===== src/rtl/ixc_sample_capture_if.sv =====
// Probe/sample bus for ixc_sample_capture: live probe inputs, capture controls,
// held sample vector and the valid/ready FIFO read port.
interface ixc_sample_capture_if #(
  parameter int WIDTH    = 8,
  parameter int CHANNELS = 4,
  parameter int DEPTH    = 16
);
  localparam int DW = WIDTH * CHANNELS;
  localparam int CW = $clog2(DEPTH + 1);

  logic [DW-1:0] v;
  logic [1:0]    mode;
  logic          sample_en;
  logic          clear;
  logic [DW-1:0] sv;
  logic          out_valid;
  logic          out_ready;
  logic [DW-1:0] out_data;
  logic [CW-1:0] count;
  logic          overflow;
  logic          single_done;

  modport master (
    output v, mode, sample_en, clear, out_ready,
    input  sv, out_valid, out_data, count, overflow, single_done
  );

  modport slave (
    input  v, mode, sample_en, clear, out_ready,
    output sv, out_valid, out_data, count, overflow, single_done
  );
endinterface


===== src/rtl/ixc_sample_capture.sv =====
// Multi-channel probe sampler: holds a registered sample vector and captures
// samples (continuous, on-change or single-shot) into a DEPTH-entry FIFO.
module ixc_sample_capture #(
  parameter int WIDTH    = 8,
  parameter int CHANNELS = 4,
  parameter int DEPTH    = 16
) (
  input  logic                 clk,
  input  logic                 rst_n,
  ixc_sample_capture_if.slave  bus
);
  localparam int DW = WIDTH * CHANNELS;
  localparam int AW = $clog2(DEPTH);
  localparam int CW = $clog2(DEPTH + 1);
  localparam logic [CW-1:0] FULL_CNT = CW'(DEPTH);

  typedef enum logic [1:0] {
    MODE_OFF    = 2'b00,
    MODE_CONT   = 2'b01,
    MODE_CHANGE = 2'b10,
    MODE_SINGLE = 2'b11
  } mode_e;

  mode_e         mode_s;
  logic          push_s;
  logic          pop_s;
  logic          full_s;
  logic          push_ok_s;

  logic [DW-1:0] sv_q, sv_d;
  logic [AW-1:0] wr_ptr_q, wr_ptr_d;
  logic [AW-1:0] rd_ptr_q, rd_ptr_d;
  logic [CW-1:0] count_q, count_d;
  logic          overflow_q, overflow_d;
  logic          single_done_q, single_done_d;
  logic [DW-1:0] mem_q [DEPTH];

  assign mode_s    = mode_e'(bus.mode);
  assign full_s    = (count_q == FULL_CNT);
  assign pop_s     = (count_q != {CW{1'b0}}) && bus.out_ready;
  // A push into a full FIFO only lands when the head leaves on the same edge.
  assign push_ok_s = push_s && (!full_s || pop_s);

  // Push decision per capture mode, evaluated on this cycle's inputs.
  always_comb begin
    push_s = 1'b0;
    case (mode_s)
      MODE_OFF:    push_s = 1'b0;
      MODE_CONT:   push_s = bus.sample_en;
      MODE_CHANGE: push_s = (bus.v != sv_q);
      MODE_SINGLE: push_s = bus.sample_en && !single_done_q;
      default:     push_s = 1'b0;
    endcase
  end

  // Next-state for the sample vector, FIFO pointers/occupancy and status flags.
  always_comb begin
    sv_d          = sv_q;
    wr_ptr_d      = wr_ptr_q;
    rd_ptr_d      = rd_ptr_q;
    count_d       = count_q;
    overflow_d    = overflow_q;
    single_done_d = single_done_q;

    if (mode_s != MODE_OFF) begin
      sv_d = bus.v;
    end else begin
      sv_d = sv_q;
    end

    if (bus.clear) begin
      wr_ptr_d      = {AW{1'b0}};
      rd_ptr_d      = {AW{1'b0}};
      count_d       = {CW{1'b0}};
      overflow_d    = 1'b0;
      single_done_d = 1'b0;
    end else begin
      if (push_ok_s) begin
        wr_ptr_d = wr_ptr_q + AW'(1);
      end else begin
        wr_ptr_d = wr_ptr_q;
      end
      if (pop_s) begin
        rd_ptr_d = rd_ptr_q + AW'(1);
      end else begin
        rd_ptr_d = rd_ptr_q;
      end
      case ({push_ok_s, pop_s})
        2'b10:   count_d = count_q + CW'(1);
        2'b01:   count_d = count_q - CW'(1);
        default: count_d = count_q;
      endcase
      if (push_s && !push_ok_s) begin
        overflow_d = 1'b1;
      end else begin
        overflow_d = overflow_q;
      end
      // Leaving SINGLE re-arms it; a dropped single-shot push still counts as taken.
      if (mode_s != MODE_SINGLE) begin
        single_done_d = 1'b0;
      end else if (push_s) begin
        single_done_d = 1'b1;
      end else begin
        single_done_d = single_done_q;
      end
    end
  end

  // Control and status registers.
  always_ff @(posedge clk or negedge rst_n) begin
    if (!rst_n) begin
      sv_q          <= {DW{1'b0}};
      wr_ptr_q      <= {AW{1'b0}};
      rd_ptr_q      <= {AW{1'b0}};
      count_q       <= {CW{1'b0}};
      overflow_q    <= 1'b0;
      single_done_q <= 1'b0;
    end else begin
      sv_q          <= sv_d;
      wr_ptr_q      <= wr_ptr_d;
      rd_ptr_q      <= rd_ptr_d;
      count_q       <= count_d;
      overflow_q    <= overflow_d;
      single_done_q <= single_done_d;
    end
  end

  // Sample storage; stale entries are never visible because out_data is masked.
  always_ff @(posedge clk) begin
    if (push_ok_s && !bus.clear) begin
      mem_q[wr_ptr_q] <= bus.v;
    end
  end

  assign bus.sv          = sv_q;
  assign bus.count       = count_q;
  assign bus.overflow    = overflow_q;
  assign bus.single_done = single_done_q;
  assign bus.out_valid   = (count_q != {CW{1'b0}});
  assign bus.out_data    = (count_q != {CW{1'b0}}) ? mem_q[rd_ptr_q] : {DW{1'b0}};
endmodule

===== src/flat_wrapper.sv =====
// flat-port wrapper written by rule: the top's interface ports become plain ports
module ixc_sample_capture_flat 
#(
  parameter int WIDTH    = 8,
  parameter int CHANNELS = 4,
  parameter int DEPTH    = 16
)
  (clk, rst_n, bus_v, bus_mode, bus_sample_en, bus_clear, bus_out_ready, bus_sv, bus_out_valid, bus_out_data, bus_count, bus_overflow, bus_single_done);
  ixc_sample_capture_if #(.WIDTH(WIDTH), .CHANNELS(CHANNELS), .DEPTH(DEPTH)) bus_i ();
  input  logic clk;
  input  logic rst_n;
  input wire logic [$bits(bus_i.v)-1:0] bus_v;
  input wire logic [$bits(bus_i.mode)-1:0] bus_mode;
  input wire logic [$bits(bus_i.sample_en)-1:0] bus_sample_en;
  input wire logic [$bits(bus_i.clear)-1:0] bus_clear;
  input wire logic [$bits(bus_i.out_ready)-1:0] bus_out_ready;
  output wire logic [$bits(bus_i.sv)-1:0] bus_sv;
  output wire logic [$bits(bus_i.out_valid)-1:0] bus_out_valid;
  output wire logic [$bits(bus_i.out_data)-1:0] bus_out_data;
  output wire logic [$bits(bus_i.count)-1:0] bus_count;
  output wire logic [$bits(bus_i.overflow)-1:0] bus_overflow;
  output wire logic [$bits(bus_i.single_done)-1:0] bus_single_done;
  assign bus_i.v = bus_v;
  assign bus_i.mode = bus_mode;
  assign bus_i.sample_en = bus_sample_en;
  assign bus_i.clear = bus_clear;
  assign bus_i.out_ready = bus_out_ready;
  assign bus_sv = bus_i.sv;
  assign bus_out_valid = bus_i.out_valid;
  assign bus_out_data = bus_i.out_data;
  assign bus_count = bus_i.count;
  assign bus_overflow = bus_i.overflow;
  assign bus_single_done = bus_i.single_done;
  ixc_sample_capture #(.WIDTH(WIDTH), .CHANNELS(CHANNELS), .DEPTH(DEPTH)) u_core (.clk(clk), .rst_n(rst_n), .bus(bus_i));
endmodule

===== config.mk =====
export PLATFORM = sky130hd
export DESIGN_NAME = ixc_sample_capture_flat
export DESIGN_NICKNAME = d
export VERILOG_FILES = /design/src/rtl/ixc_sample_capture_if.sv /design/src/rtl/ixc_sample_capture.sv /design/src/flat_wrapper.sv
export SDC_FILE = /design/constraint.sdc
export NUM_CORES = 1
export LEC_CHECK = 0
export ABC_AREA = 1
export BUFFER_PORTS_ARGS = -buffer_cell sky130_fd_sc_hd__buf_2
export CORE_MARGIN = 2
export CORE_UTILIZATION = 35
export DETAILED_ROUTE_END_ITERATION = 8
export PLACE_DENSITY = 0.54
export SLEW_MARGIN = 10
export SYNTH_ARGS = -nofsm -noshare
export SYNTH_HDL_FRONTEND = slang
export SYNTH_SLANG_ARGS = --single-unit

===== constraint.sdc =====
create_clock -name clk -period 3.8 [get_ports clk]
set_input_delay 0.38 -clock clk [delete_from_list [all_inputs] [get_ports clk]]
set_output_delay 0.38 -clock clk [all_outputs]
set_load 0.05 [all_outputs]

# Word-level counts from Yosys, hierarchy flattened
# Memories as Yosys holds them, arrays and structs flattened.
# Cells that the tools add are included.
[word_totals]
wordCells = 52
ram_bits = 512
output_inout_bits = 72
n_memories = 1
register_bits = 47
[classes]
n_eq_ne = 8
mux = 15
n_addsub = 4
n_reduce_logical = 18
[memory_table]
columns = ["name", "depth", "width", "rd", "rd_clocked_by_memory_dff", "write_ports", "line", "rtl"]
rows = [
  ["u_core.mem_q", 16, 32, 1, 0, 1, "ixc_sample_capture.sv:36", "logic [DW-1:0] mem_q [DEPTH];"],
]
[op_table]
columns = ["op", "n"]
rows = [
  ["$mux W32", 1],
  ["$ne A32 B32 Y1", 1],
  ["$mux W4", 4],
  ["$pmux W5 S2", 1],
  ["$add A4 B1 Y4 const B", 2],
  ["$reduce_bool A2 Y1", 4],
  ["$mux W1", 7],
  ["$eq A2 B2 Y1 const B", 3],
  ["$reduce_bool A3 Y1", 2],
  ["$add A5 B1 Y5 const B", 1],
  ["$eq A5 B5 Y1 const B", 1],
  ["$logic_and A1 B1 Y1", 5],
  ["$mux W5", 1],
  ["$reduce_bool A5 Y1", 1],
  ["$sub A5 B1 Y5 const B", 1],
  ["$eq A2 B1 Y1 const B", 2],
  ["$logic_not A1 Y1", 4],
  ["$pmux W1 S4", 1],
  ["$logic_not A2 Y1", 1],
  ["$ne A2 B2 Y1 const B", 1],
  ["$logic_or A1 B1 Y1", 1],
]

# Longest topological paths before layout
[depth]
word_depth = 8
ltp_mapped = 20

# Least setup slack after synthesis
# No wires, ideal clock.
[synth_timing]
path_type = "register -> register"
startpoint = "register u_core.count_q[0] (netlist: u_core.bus.count[0])"
endpoint = "memory u_core.mem_q[10][0] (netlist bit) (enable)"
path_stages_with_launch = 10
arrival_time_ns = 3.885
slack_ns = -0.546
required_time_ns = 3.339
n_path_buf = 1
cell_sequence = "dfrtp_1 -> nor4_4 -> nand2_2 -> nand2_4 -> nand3_2 -> nand2_4 -> nor2_8 -> inv_4 -> buf_8 -> nor3_1"
[synth_via]
elab_chain_cells = 7
word_cells_on_any_way = 9
[synth_lines]
columns = ["element", "line", "rtl"]
rows = [
  ["start, declared", "ixc_sample_capture.sv:33", "logic [CW-1:0] count_q, count_d;"],
  ["start signal, assigned", "ixc_sample_capture.sv:115", "count_q <= {CW{1'b0}};"],
  ["start signal, assigned", "ixc_sample_capture.sv:122", "count_q <= count_d;"],
  ["$reduce_bool A5 Y1", "-", ""],
  ["net bus_out_valid", "flat_wrapper.sv:18", "output wire logic [$bits(bus_i.out_valid)-1:0] bus_out_valid;"],
  ["$logic_and A1 B1 Y1", "ixc_sample_capture.sv:40", "assign pop_s = (count_q != {CW{1'b0}}) && bus.out_ready;"],
  ["$logic_or A1 B1 Y1", "ixc_sample_capture.sv:42", "assign push_ok_s = push_s && (!full_s || pop_s);"],
  ["$logic_and A1 B1 Y1", "ixc_sample_capture.sv:42", ""],
  ["$logic_and A1 B1 Y1", "ixc_sample_capture.sv:130", "if (push_ok_s && !bus.clear) begin"],
  ["$mux W1", "ixc_sample_capture.sv:130", ""],
  ["$mux W1 (not written as such)", "ixc_sample_capture.sv:131", "mem_q[wr_ptr_q] <= bus.v;"],
  ["end, declared", "ixc_sample_capture.sv:36", ""],
]
# The timed path passes the listed nets, and every way through them passes these cells.

# Worst setup path after layout
[layout_timing]
startpoint = "register u_core.rd_ptr_q[0]"
endpoint = "output port bus_out_data[21]"
[layout_via]
elab_chain_cells = 2
[layout_lines]
columns = ["element", "line", "rtl"]
rows = [
  ["start, declared", "ixc_sample_capture.sv:32", "logic [AW-1:0] rd_ptr_q, rd_ptr_d;"],
  ["start signal, assigned", "ixc_sample_capture.sv:114", "rd_ptr_q <= {AW{1'b0}};"],
  ["start signal, assigned", "ixc_sample_capture.sv:121", "rd_ptr_q <= rd_ptr_d;"],
  ["$mem_v2 Z16 W32", "-", ""],
  ["$mux W32", "ixc_sample_capture.sv:140", "assign bus.out_data = (count_q != {CW{1'b0}}) ? mem_q[rd_ptr_q] : {DW{1'b0}};"],
  ["end, declared", "flat_wrapper.sv:19", "output wire logic [$bits(bus_i.out_data)-1:0] bus_out_data;"],
]
# No other way between the ends.

==> results.yml <==
status:
  status: "finished clean"
clocking:
  clockBufferDepth: 3
  cts_sinks: 559
  clk_latency_ns: 0.62
  cts_max_level: 2
  cts_tree: "done"
  cts-root-buf: "clkbuf_16"
  cts.clk_slew.worst_paths_ns: 0.06
  cts_inserted_buffers: 56
die:
  start_util_pct: 35.6
  num_io_pins: 111
  core_sq_mm: 0.0633
  dieArea_sq_mm: 0.0664
  dieWidth_um: 258
  die_y_um: 258
  rows: 92
synth:
  synth_commonest_cells: "512 x edfxtp_1, 309 x nor2_1, 266 x o21ai_0"
  yosysSeqAreaShare_pct: 73.5
  avgSynthCellArea_sq_um: 12.9
  synth_top_area_share_pct: 68.3
  ys_async_sr_fraction_pct: 8.41
  synth_cells: 1752
  syn-cell-area_sq_mm: 0.0225
  synth_ff_type: "edfxtp_1"
  synth-edff-count: 512
  ys_ff_latch: 559
  yosysTopAreaCell: "edfxtp_1"
  ys_warn_count: 0
  synth_cell_types: 33
  synthTopCellsByArea: "edfxtp_1 68%, o21ai_0 5.9%, dfrtp_1 5.2%, nor2_1 5.2%, o221ai_1 3.8%"
  synth.most_common_cell: "edfxtp_1"
  synth_fp_nets: 1800
power:
  vdd_drop_max_uv: 540
  power.leakage_nw: 9.07
  p_per_area_mw_per_mm2: 677
  power_mw: 17.9
routing:
  dr.pass1.iters: 7
  drtIter0Drc: 1727
  via_per_inst: 5.40
  wire_per_inst_um: 24.1
  drt_wl_total_um: 67000
  vias: 15000
  drtAntennaViolNets: 0
  drc_errors: 0
place:
  port-buffer-count: 110
  preCtsSetupSlack_ns: 0.333
  placedCellCount: 2674
  hpwl_um: 37700
  gp_congestion: 0.772
  dpl_cell_area_sq_mm: 0.0245
min_path:
  hold_depth: 1
  hold_class: "in2reg"
setup_path:
  arrival_ns: 3.25
  rrSetupSlack_ns: 0.36
  worstSetupEndpointType: "output pin"
  worstSetupStartpointType: "flip-flop"
  worstPathMaxFanout: 33
  worstRegToRegCells: 13
  required_ns: 3.42
  path_class: "reg2out"
timing:
  rsz0062_at_grt: "no"
  slew-limit-headroom_pct: 29.1
  finalCritPeriodShare_pct: 95.6
  fin_ws_ns: 0.166
  clock.fmax_mhz: 275
  finalSetupViolCount: 0
  period_minus_slack_ns: 3.63
  worst_pin_slew_ns: 1.06
  hold_violations: 0
  slew_viol_final: 0
  tns_ns: 0
  skew_ns: 0.0334
cells_and_area:
  nets: 1936
  finish.instance_area_sq_mm: 0.0264
  drive_gt1_share_pct: 16.4
  nFillCells: 5950
  syn2layout_area_growth_pct: 17.2
  finalNonFillerCells: 2779
global_route:
  grt_max_degree: 76
  grt_usage_pct: 19.8
  grt_pass1_vias: 14500
  grt_pass1_wl_um: 97700
  antenna_found_initial: 4
  overflow: 0
flow_run:
  drv_cap: 0
[stage by stage]
step / hold slack, ns / util (%)
6_report: 0.0595 / 41.7
5_1_grt: 0.0523 / 41.7
4_1_cts: 0.0354 / 41.6
3_5_place_dp: 0.491 / 38.6
3_3_place_gp: 0.482 / 38.6
2_1_floorplan: 0.0844 / -
[sequential cells by signal, summed over array words and instances, names as in the netlist]
name and cells:
u_core.bus.count 5, u_core.rd_ptr_q 4, u_core.bus.sv 32, u_core.bus.overflow 1, u_core.mem_q 512, u_core.bus.single_done 1, u_core.wr_ptr_q 4
[placed cells by master (no fill, tap or decap), types with 3 or more instances in the layout]
cell type	Yosys	routed
nor2_4	0	4
clkinv_1	1	15
nor3_2	0	12
a21oi_1	37	37
clkbuf_16	0	57
nor2_1	309	304
buf_12	0	11
o21ai_1	21	21
nand2_1	150	150
bufinv_16	0	10
o22ai_1	30	30
clkinv_2	0	10
o21ai_0	266	266
edfxtp_1	512	512
o221ai_1	98	98
inv_2	9	10
dfrtp_1	47	44
buf_2	42	110
inv_1	26	22
clkbuf_1	61	10
ha_1	8	8
nand3_2	3	3
buf_4	6	71
nand3_1	63	63
xnor2_1	28	28
[area by class of cell]
class | count | area (sq um) | share of cell area, %
clock inverter | 35 | 432 | 1.64
multi-input combinational | 1040 | 5400 | 20.5
inverter | 37 | 150 | 0.569
clock buffer | 67 | 1460 | 5.55
timing repair buffer | 194 | 1330 | 5.02
sequential | 559 | 16600 | 62.7
antenna | 1 | 2.50 | 0.00948
tap | 846 | 1060 | 4.01
[worst paths after layout]
check	start	endpoint
min	bus_v[13]	u_core.mem_q[0][13]$_DFFE_PP_
max reg2reg	u_core.bus.sv[9]$_DFFE_PN0P_	u_core.mem_q[13][11]$_DFFE_PP_
min reg2reg	u_core.bus.overflow$_DFFE_PN0P_	u_core.bus.overflow$_DFFE_PN0P_
max in group asynchronous	rst_n	u_core.rd_ptr_q[0]$_DFFE_PN0P_
min in group asynchronous	rst_n	u_core.bus.sv[15]$_DFFE_PN0P_
max	u_core.rd_ptr_q[0]$_DFFE_PN0P_	bus_out_data[21]
[per-layer routing]
layer  up-vias  part of all wire [%]  GRT usage, %
met5         -                 0.051             0
met4         6                   2.1          4.83
met3       102                   8.1          4.41
met2       570                    45          30.1
met1      7576                    45          28.8
li1       6759                     -             -
[worst max-delay path, stage by stage, from the launching register on]
cell	delay (ns)
dfrtp_4	0.73
buf_4	0.42
o21ai_0	0.15
o221ai_1	0.24
nand3_1	0.12
a21oi_1	0.55
buf_2	0.40
[power breakdown]
part           switching (mW)  total [mW]  internal, mW
clock                    2.35        5.77          3.42
combinational            3.85        5.06          1.21
sequential              0.180        7.02          6.84
[cells by family after synthesis]
family / Yosys count / share of synthesized area (%)
compound gates: 453 / 11.9
xor+xnor: 29 / 1.13
fa+ha+maj: 9 / 0.533
buf+inv: 153 / 2.94
flops: 559 / 73.5
simple gates: 549 / 10.0
[timing repair]
| item | 4_1_cts | 5_1_grt |
|---|---|---|
| endpoints found under the hold margin | 47 | 0 |
| setup buffers | 0 | 1 |
| endpoints found under the setup margin | 0 | 9 |
| hold buffers | 1 | 0 |
| gates resized for setup | 0 | 2 |
Note: power is estimated with default switching activity, not from simulation.
